$ cat config.mk
export PLATFORM = sky130hd
export DESIGN_NAME = post_log_controller
export DESIGN_NICKNAME = d
export VERILOG_FILES = /design/src/rtl/post_log_controller.sv
export SDC_FILE = /design/constraint.sdc
export NUM_CORES = 2
export LEC_CHECK = 0
export ABC_AREA = 1
export CORE_MARGIN = 4
export CORE_UTILIZATION = 55
export DETAILED_ROUTE_END_ITERATION = 10
export PLACE_DENSITY = 0.69
export SKIP_LAST_GASP = 1
export SYNTH_ARGS = -nofsm -noshare
export SYNTH_HDL_FRONTEND = slang
export SYNTH_SLANG_ARGS = --single-unit
$ cat constraint.sdc
create_clock -name Clock -period 2.95 [get_ports Clock]
set_clock_uncertainty 0.2 [all_clocks]
set_input_delay 0.885 -clock Clock [delete_from_list [all_inputs] [get_ports Clock]]
set_output_delay 0.885 -clock Clock [all_outputs]
set_load 0.01 [all_outputs]
$ cat src/rtl/post_log_controller.sv
// post_log_controller
//   Captures port-80h POST codes into a 256-entry log and drives a
//   seven-segment display. A debounced push-button selects the view:
//   a short press enters REVIEW or steps to the next entry, and a long
//   press returns to LIVE. The log stops at 256 entries and does not wrap.
//   After that, further codes are dropped and the sticky Overflow flag is set.
//
//   Optional build macro: POST_AUTOSCROLL_EN. When it is defined, REVIEW
//   advances to the next entry every AUTOSCROLL_CYCLES cycles. The
//   default build leaves this out.
//
// Ports
//   Clock         in   system clock, all state on the rising edge
//   nReset        in   asynchronous active-low reset
//   CodeValid     in   one-cycle strobe qualifying CodeData
//   CodeData      in   8-bit POST code
//   Button        in   raw asynchronous push-button, active high
//   DisplayData   out  code shown on the display (registered)
//   DisplayIndex  out  log index shown (registered)
//   Reviewing     out  high in REVIEW
//   Empty         out  high while the log holds no entries
//   Overflow      out  sticky: a code was dropped because the log was full
//   Count         out  number of stored entries, 0..256
module post_log_controller #(
    parameter int DEBOUNCE_CYCLES   = 50000,
    parameter int LONG_PRESS_CYCLES = 1000000,
    parameter int AUTOSCROLL_CYCLES = 25000000
) (
    input  logic       Clock,
    input  logic       nReset,
    input  logic       CodeValid,
    input  logic [7:0] CodeData,
    input  logic       Button,
    output logic [7:0] DisplayData,
    output logic [7:0] DisplayIndex,
    output logic       Reviewing,
    output logic       Empty,
    output logic       Overflow,
    output logic [8:0] Count
);

    localparam int DEB_W  = $clog2(DEBOUNCE_CYCLES + 1);
    localparam int HOLD_W = $clog2(LONG_PRESS_CYCLES + 1);
    localparam logic [DEB_W-1:0]  DEB_LAST  = DEB_W'(DEBOUNCE_CYCLES - 1);
    localparam logic [HOLD_W-1:0] HOLD_LAST = HOLD_W'(LONG_PRESS_CYCLES - 1);

    typedef enum logic {LIVE = 1'b0, REVIEW = 1'b1} state_t;

    // ---------------- button synchronizer and debouncer ----------------
    logic             btn_meta_reg, btn_sync_reg;
    logic             deb_level_reg;
    logic [DEB_W-1:0] deb_cnt_reg;
    logic             deb_diff, deb_accept, fall_event;

    always_ff @(posedge Clock or negedge nReset) begin
        if (!nReset) begin
            btn_meta_reg <= 1'b0;
            btn_sync_reg <= 1'b0;
        end else begin
            btn_meta_reg <= Button;
            btn_sync_reg <= btn_meta_reg;
        end
    end

    // The counter tracks consecutive samples that disagree with the accepted
    // level. Any sample that agrees restarts the run.
    assign deb_diff   = (btn_sync_reg != deb_level_reg);
    assign deb_accept = deb_diff && (deb_cnt_reg == DEB_LAST);
    assign fall_event = deb_accept && deb_level_reg;

    always_ff @(posedge Clock or negedge nReset) begin
        if (!nReset) begin
            deb_cnt_reg   <= '0;
            deb_level_reg <= 1'b0;
        end else begin
            if (!deb_diff || deb_accept)
                deb_cnt_reg <= '0;
            else
                deb_cnt_reg <= deb_cnt_reg + 1'b1;
            if (deb_accept)
                deb_level_reg <= ~deb_level_reg;
        end
    end

    // ---------------- short / long press classification ----------------
    logic [HOLD_W-1:0] hold_cnt_reg;
    logic              long_done_reg;
    logic              short_press_reg, long_press_reg;

    always_ff @(posedge Clock or negedge nReset) begin
        if (!nReset) begin
            hold_cnt_reg    <= '0;
            long_done_reg   <= 1'b0;
            short_press_reg <= 1'b0;
            long_press_reg  <= 1'b0;
        end else begin
            // A release that follows a long press produces no pulse.
            short_press_reg <= fall_event && !long_done_reg;
            long_press_reg  <= 1'b0;
            if (fall_event || !deb_level_reg) begin
                hold_cnt_reg  <= '0;
                long_done_reg <= 1'b0;
            end else if (!long_done_reg) begin
                if (hold_cnt_reg == HOLD_LAST) begin
                    long_press_reg <= 1'b1;
                    long_done_reg  <= 1'b1;
                    hold_cnt_reg   <= '0;
                end else begin
                    hold_cnt_reg <= hold_cnt_reg + 1'b1;
                end
            end
        end
    end

    // ---------------- log buffer ----------------
    logic [7:0] mem [0:255];
    logic [7:0] wr_ptr_reg;
    logic [8:0] count_reg;
    logic       overflow_reg;
    logic       wr_en;

    // Count never exceeds 256, so bit 8 alone marks a full log.
    assign wr_en = CodeValid && !count_reg[8];

    always_ff @(posedge Clock or negedge nReset) begin
        if (!nReset) begin
            wr_ptr_reg   <= 8'd0;
            count_reg    <= 9'd0;
            overflow_reg <= 1'b0;
        end else if (wr_en) begin
            wr_ptr_reg <= wr_ptr_reg + 8'd1;
            count_reg  <= count_reg + 9'd1;
        end else if (CodeValid) begin
            overflow_reg <= 1'b1;
        end
    end

    always_ff @(posedge Clock) begin
        if (wr_en)
            mem[wr_ptr_reg] <= CodeData;
    end

    // ---------------- view FSM ----------------
    state_t     state_reg, state_next;
    logic [7:0] rd_idx_reg, rd_idx_next;
    logic       advance, at_last;

    // The wrap test uses the Count register value from before this edge.
    // A write on the same edge therefore does not move the wrap point yet.
    assign at_last = ({1'b0, rd_idx_reg} == (count_reg - 9'd1));

`ifdef POST_AUTOSCROLL_EN
    localparam int AS_W = $clog2(AUTOSCROLL_CYCLES + 1);
    localparam logic [AS_W-1:0] AS_LAST = AS_W'(AUTOSCROLL_CYCLES - 1);
    logic [AS_W-1:0] scroll_cnt_reg;
    logic            scroll_tick;

    assign scroll_tick = (state_reg == REVIEW) && (scroll_cnt_reg == AS_LAST);

    // The counter stays at zero in LIVE. Counting therefore starts fresh on
    // entry to REVIEW, and each short press restarts the period.
    always_ff @(posedge Clock or negedge nReset) begin
        if (!nReset)
            scroll_cnt_reg <= '0;
        else if (state_reg != REVIEW || short_press_reg || scroll_tick)
            scroll_cnt_reg <= '0;
        else
            scroll_cnt_reg <= scroll_cnt_reg + 1'b1;
    end

    assign advance = short_press_reg || scroll_tick;
`else
    assign advance = short_press_reg;
`endif

    always_ff @(posedge Clock or negedge nReset) begin
        if (!nReset) begin
            state_reg  <= LIVE;
            rd_idx_reg <= 8'd0;
        end else begin
            state_reg  <= state_next;
            rd_idx_reg <= rd_idx_next;
        end
    end

    always_comb begin
        state_next  = state_reg;
        rd_idx_next = rd_idx_reg;
        case (state_reg)
            LIVE: begin
                if (short_press_reg && (count_reg != 9'd0)) begin
                    state_next  = REVIEW;
                    rd_idx_next = 8'd0;
                end
            end
            REVIEW: begin
                if (long_press_reg)
                    state_next = LIVE;
                else if (advance)
                    rd_idx_next = at_last ? 8'd0 : rd_idx_reg + 8'd1;
            end
            default: state_next = LIVE;
        endcase
    end

    // ---------------- display path ----------------
    logic [7:0] rd_addr;
    logic [7:0] ram_q_reg;
    logic [7:0] disp_idx_reg;
    logic       show_zero_reg;
    logic       live_empty;

    assign live_empty = (state_reg == LIVE) && (count_reg == 9'd0);
    assign rd_addr    = (state_reg == REVIEW) ? rd_idx_reg : (wr_ptr_reg - 8'd1);

    // Registered RAM read with no reset. The read always observes writes
    // from earlier edges. The display therefore updates one cycle after
    // the index change or the write.
    always_ff @(posedge Clock) begin
        ram_q_reg <= mem[rd_addr];
    end

    // The blanking flag is reset asynchronously. It hides the non-reset RAM
    // output, so the display reads zero as soon as reset is asserted.
    always_ff @(posedge Clock or negedge nReset) begin
        if (!nReset) begin
            show_zero_reg <= 1'b1;
            disp_idx_reg  <= 8'd0;
        end else begin
            show_zero_reg <= live_empty;
            disp_idx_reg  <= live_empty ? 8'd0 : rd_addr;
        end
    end

    assign DisplayData  = show_zero_reg ? 8'h00 : ram_q_reg;
    assign DisplayIndex = disp_idx_reg;
    assign Reviewing    = (state_reg == REVIEW);
    assign Empty        = (count_reg == 9'd0);
    assign Overflow     = overflow_reg;
    assign Count        = count_reg;

endmodule

* Word-level counts from Yosys, hierarchy flattened
Memory sizes are Yosys's and may differ from the RTL's. A register that Yosys moved wholly into a read port is not among the register bits. Cells that the tools add are included.
Word-level totals: register bits after elaboration 78, memories kept 1, bits in latches 0, input port bits 12, RAM bits 2048, memory bits (read-only) 0, word-level logic and storage cells 72, output and inout port bits 28
Cells by class: add/sub/neg operators 7, reduce and logical (&&, ||, !) cells 16, mux-type cells 22, shift operators 0, divide/modulo/power cells 0, bitwise operators 3, multipliers 0, equality and inequality tests 8, $lt $le $gt $ge 0
Memories:
- mem | depth 256, bits a word 8, read ports 1, clocked after Yosys merged registers in 1, wr ports 1, line 116 | logic [7:0] mem [0:255];
Operator list (number):
- $mux W20 | 3
- $mux W8 | 7
- $add A20 B1 Y20 const B | 1
- $eq A20 B20 Y1 const B | 1
- $add A16 B1 Y16 const B | 1
- $add A8 B1 Y8 const B | 2
- $eq A16 B16 Y1 const B | 1
- $mux W16 | 1
- $pmux W8 S2 | 1
- $add A9 B1 Y9 const B | 1
- $eq A8 B9 Y1 | 1
- $logic_not A9 Y1 | 1
- $mux W1 | 9
- $reduce_bool A9 Y1 | 1
- $sub A9 B1 Y9 const B | 1
- $sub A8 B1 Y8 const B | 1
- $logic_and A1 B1 Y1 | 6
- $ne A2 B2 Y1 const B | 3
- $logic_not A1 Y1 | 4
- $not A1 Y1 | 3
- $reduce_and A3 Y1 | 1
- $logic_or A1 B1 Y1 | 2
- $ne A2 B1 Y1 const B | 1
- $pmux W1 S2 | 1
- 2 further kinds | 2

* Depth between registers and ports, before layout
word-level depth 6, mapped depth 17, mapped depth without buffers 14

* Worst setup path after synthesis
OpenSTA, ideal clock, no wires.
path kind input -> register, from in CodeValid, to mem mem[105][0] (enable), path buffers 2, cell stages on the path 6, library setup time 0.370 ns, path slack 0.237 ns, data arrival time 2.143 ns, path through nand2_1 -> inv_1 -> clkbuf_1 -> nand2_1 -> clkbuf_1 -> nor2_1
On the way: longest elaborated chain between the ends 3
RTL lines:
- start: declaration | line 31 | input logic CodeValid,
- $logic_and A1 B1 Y1 | line 123 | assign wr_en = CodeValid && !count_reg[8];
- $mux W1 | line 139 | if (wr_en)
- $mux W1 (implied by the code) | line 140 | mem[wr_ptr_reg] <= CodeData;
- end: declaration | line 116
Every way passes these cells.

* Worst setup path in the final report
from reg count_reg[1] (netlist: Count[1]), to out Empty
On the way: longest elaborated chain between the ends 1
RTL lines:
- start: declaration | line 118 | logic [8:0] count_reg;
- start signal: assignment | line 132 | count_reg <= count_reg + 9'd1;
- $logic_not A9 Y1 | line 238 | assign Empty = (count_reg == 9'd0);
- end: declaration | line 37 | output logic Empty,
Every way passes these cells.

==> results by group <==
Timing
  • Fmax: 325 MHz
  • TNS Setup: -0.159 ns
  • Final-report hold violation count: 0
  • RSZ-0062 raised after global routing: yes
  • Final setup violating endpoints: 2
  • WHS: 0.155 ns
  • Crit path time final: 3.08 ns
  • Fin worst setup slack: -0.128 ns
  • Slew margin rel.: 0.388
  • Pins Over Slew Limit: 0
  • Slew at the pin with the worst max-slew slack: 0.915 ns
  • Final period util: 1.04

Hold path
  • WHS Endpoint: btn_sync_reg
  • Hold_sp: btn_meta_reg
  • Worst min path class: register to register
  • Hold depth: 0

Place
  • PortBufs: 39
  • GP Congestion: 0.925
  • Post-DP HPWL: 157000 um
  • Placed insts: 10832

GRT
  • Number of global-route vias before repair: 63537
  • Initial antenna violation count: 4
  • First-pass GRT wire length: 382000 um
  • Grt ovf: 0
  • Largest net degree at the start of global routing: 87
  • GRT Overall Usage: 0.289

Route
  • Vias: 65793
  • First-pass DRT Iterations: 6
  • DRC: 0
  • Initial DRC Count: 8534
  • WL/cell: 23.2 um
  • Final WL: 262000 um
  • Vias/cell: 5.82
  • Post-route ant nets: 0

Floorplan
  • Core ar.: 167000 sq um
  • FP Rows: 150
  • DIE HEIGHT: 419 um
  • Die area: 175000 sq um
  • I/O pin cnt: 40
  • Starting density of the core: 0.555
  • Width of the die: 419 um

Power
  • Pwr dens: 558 nW/um^2
  • Sw Pwr: 12.4 mW
  • Internal: 49.1 mW
  • Combinational power share: 0.013
  • Reg power frac: 0.540
  • Leakage: 43.3 nW
  • Sw frac: 0.201
  • Clk pwr share: 0.447
  • Maximum vdd drop: 0.622 mV

Logic synthesis
  • Syn nets: 8471
  • Average size of a mapped cell: 11.0 sq um
  • EDFF count, synth: 2048
  • Cell variety after synth: 41
  • FF+latch count, synth: 2134
  • Ys async rst share: 0.0366
  • Register area share after synthesis: 0.685
  • Post-synthesis cell area: 92800 sq um
  • Cell count after synthesis: 8450
  • Top_reg_cell synth: edfxtp_1
  • Yosys warning total: 0

CTS
  • CTS root buf: clkbuf_16
  • Worst-skew pair later-pin latency: 0.87 ns
  • CTS tree: done
  • CTS Buf Count: 212
  • Worst-path clk slew: 0.06 ns
  • CTS max path bufs: 3
  • Htree depth: 4
  • Clk sink count: 2134

Worst setup path
  • Worst Path Class, Setup: register to output port
  • R2r worst-path depth: 16
  • Crit path DAT: 1.99 ns
  • FF-to-FF Start: wr_ptr_reg[1]
  • Crit path largest cell delay: 0.39 ns
  • FF-to-FF End: ram_q_reg[7]
  • Worst EP required: 1.87 ns
  • Cells along the critical path: inv_2, ha_4, nand2_1, nor2_2, inv_2, nor3_2, buf_2
  • Reg-to-reg slack, setup: 0.01 ns
  • CP max FO: 2
  • CP bufs+invs: 3
  • Setup crit start kind: register
  • Critical path endpoint category: output port
  • CP most frequent cell: inv_2
  • CP delay by family, top: flip-flops
  • Worst path slowest cell: dfrtp_1

Status
  • Failing checks: negative setup slack
  • Status: finished, violations left

Final layout
  • Layout area overhead: 18.7%
  • Leading cell type in the layout, fill and taps excluded: edfxtp_1
  • Most frequent cells in the layout: 2048 x edfxtp_1, 1988 x nand2_1, 1448 x nand3_1
  • Max FFs per register: 2048
  • Share of cells above drive strength 1: 0.138
  • Final cell count without fillers: 11310
  • Layout net count: 8938
  • FILL cells: 12213
  • Util after Layout: 0.658

Run
  • Max Cap Violations: 0
synthesized netlist by cell type (2+ instances only):
master | n | share of area
nor2_1 | 336 | 0.014
o21ai_0 | 196 | 0.011
o211ai_1 | 104 | 0.0084
o31ai_1 | 4 | 0.00032
nand4_1 | 14 | 0.00094
buf_1 | 12 | 0.00049
nand2_1 | 1999 | 0.081
xnor2_1 | 6 | 0.00057
xor2_1 | 32 | 0.0030
ha_1 | 9 | 0.0012
dfrtp_1 | 77 | 0.021
dfxtp_1 | 8 | 0.0017
nand3_1 | 1562 | 0.084
buf_6 | 3 | 0.00036
nand2_4 | 3 | 0.00036
a21oi_1 | 25 | 0.0013
clkbuf_1 | 182 | 0.0074
nand3b_1 | 505 | 0.041
nor3_2 | 2 | 0.00022
or2_1 | 7 | 0.00047
o22ai_1 | 7 | 0.00047
nor3_1 | 20 | 0.0011
buf_2 | 333 | 0.018
inv_1 | 898 | 0.036
edfxtp_1 | 2048 | 0.66
o21ai_1 | 15 | 0.00081
buf_4 | 15 | 0.0012
and2_1 | 2 | 0.00013
nor4_1 | 6 | 0.00040
inv_2 | 9 | 0.00036
worst max path at each step:
stage	startpoint	endpoint	slack [ns]	cells past startpoint
after CTS	Count[1]	Empty	-0.24	7
final	Count[1]	Empty	-0.13	7
after global routing	Count[1]	Empty	-0.22	7
after global placement	CodeValid	mem[63][7]	-0.54	9
after floorplan	CodeValid	mem[105][0]	0.24	6
after detailed placement	CodeValid	mem[63][0]	-0.47	9
final cells by class:
cell class	instances	area, sq um	area share
inverters	908	3450	0.0313
diodes	4	10.0	0.0000909
clock buffers	263	5560	0.0504
multi-input cells	4863	24000	0.218
repair inverters	1	11.3	0.000102
clock inverters	136	1590	0.0144
flip-flops and latches	2134	63600	0.577
repair buffers	797	9140	0.0830
well taps	2204	2760	0.0250
worst register-to-register path, delay by kind of cell, from the launching register on:
family | cells | cell delay, ns
adder cells (fa/ha/maj) | 1 | 0.22
buffers and inverters | 6 | 0.85
AO/OA/AOI/OAI | 1 | 0.17
flip-flops | 1 | 0.38
AND/OR/NAND/NOR | 8 | 1.01
logic make-up after synthesis:
logic type,after synthesis,share of synthesized area
fa+ha+maj,9,0.00121
flops,2134,0.685
simple gates,4460,0.223
xor+xnor,38,0.00359
compound gates,356,0.0225
buf+inv,1453,0.0641
timing repair:
item / 4_1_cts / 5_1_grt
endpoints found under the hold margin: 36 / 0
gates resized for setup: 66 / 173
setup endpoints to repair: 26 / 30
setup buffers: 25 / 21
pin swaps: 4 / 21
hold buffers: 1 / 0
gates cloned: 6 / 23
per-layer routing:
metal  part of all wire  global-route usage
met2               0.47               0.457
met3               0.10              0.0594
met5            0.00012                   0
met4              0.044               0.134
met1               0.39               0.387
per-stage QoR:
step	instance area [sq um]	power, mW	setup slack [ns]
2_1_floorplan	92800	33.8	0.237
3_3_place_gp	101000	34.6	-0.540
3_5_place_dp	101000	34.6	-0.470
4_1_cts	109000	61.7	-0.237
5_1_grt	110000	63.0	-0.225
6_report	110000	61.4	-0.128
power groups by stage:
stage	sequential [mW]	clock (mW)	combinational [mW]
global route	33.2	29.0	0.814
detailed placement	33.8	0	0.777
CTS	33.2	27.7	0.777
floorplan	33.8	0	0.00923
global placement	33.8	0	0.765
finish	33.2	27.5	0.772
(Power assumes the default switching activity.)
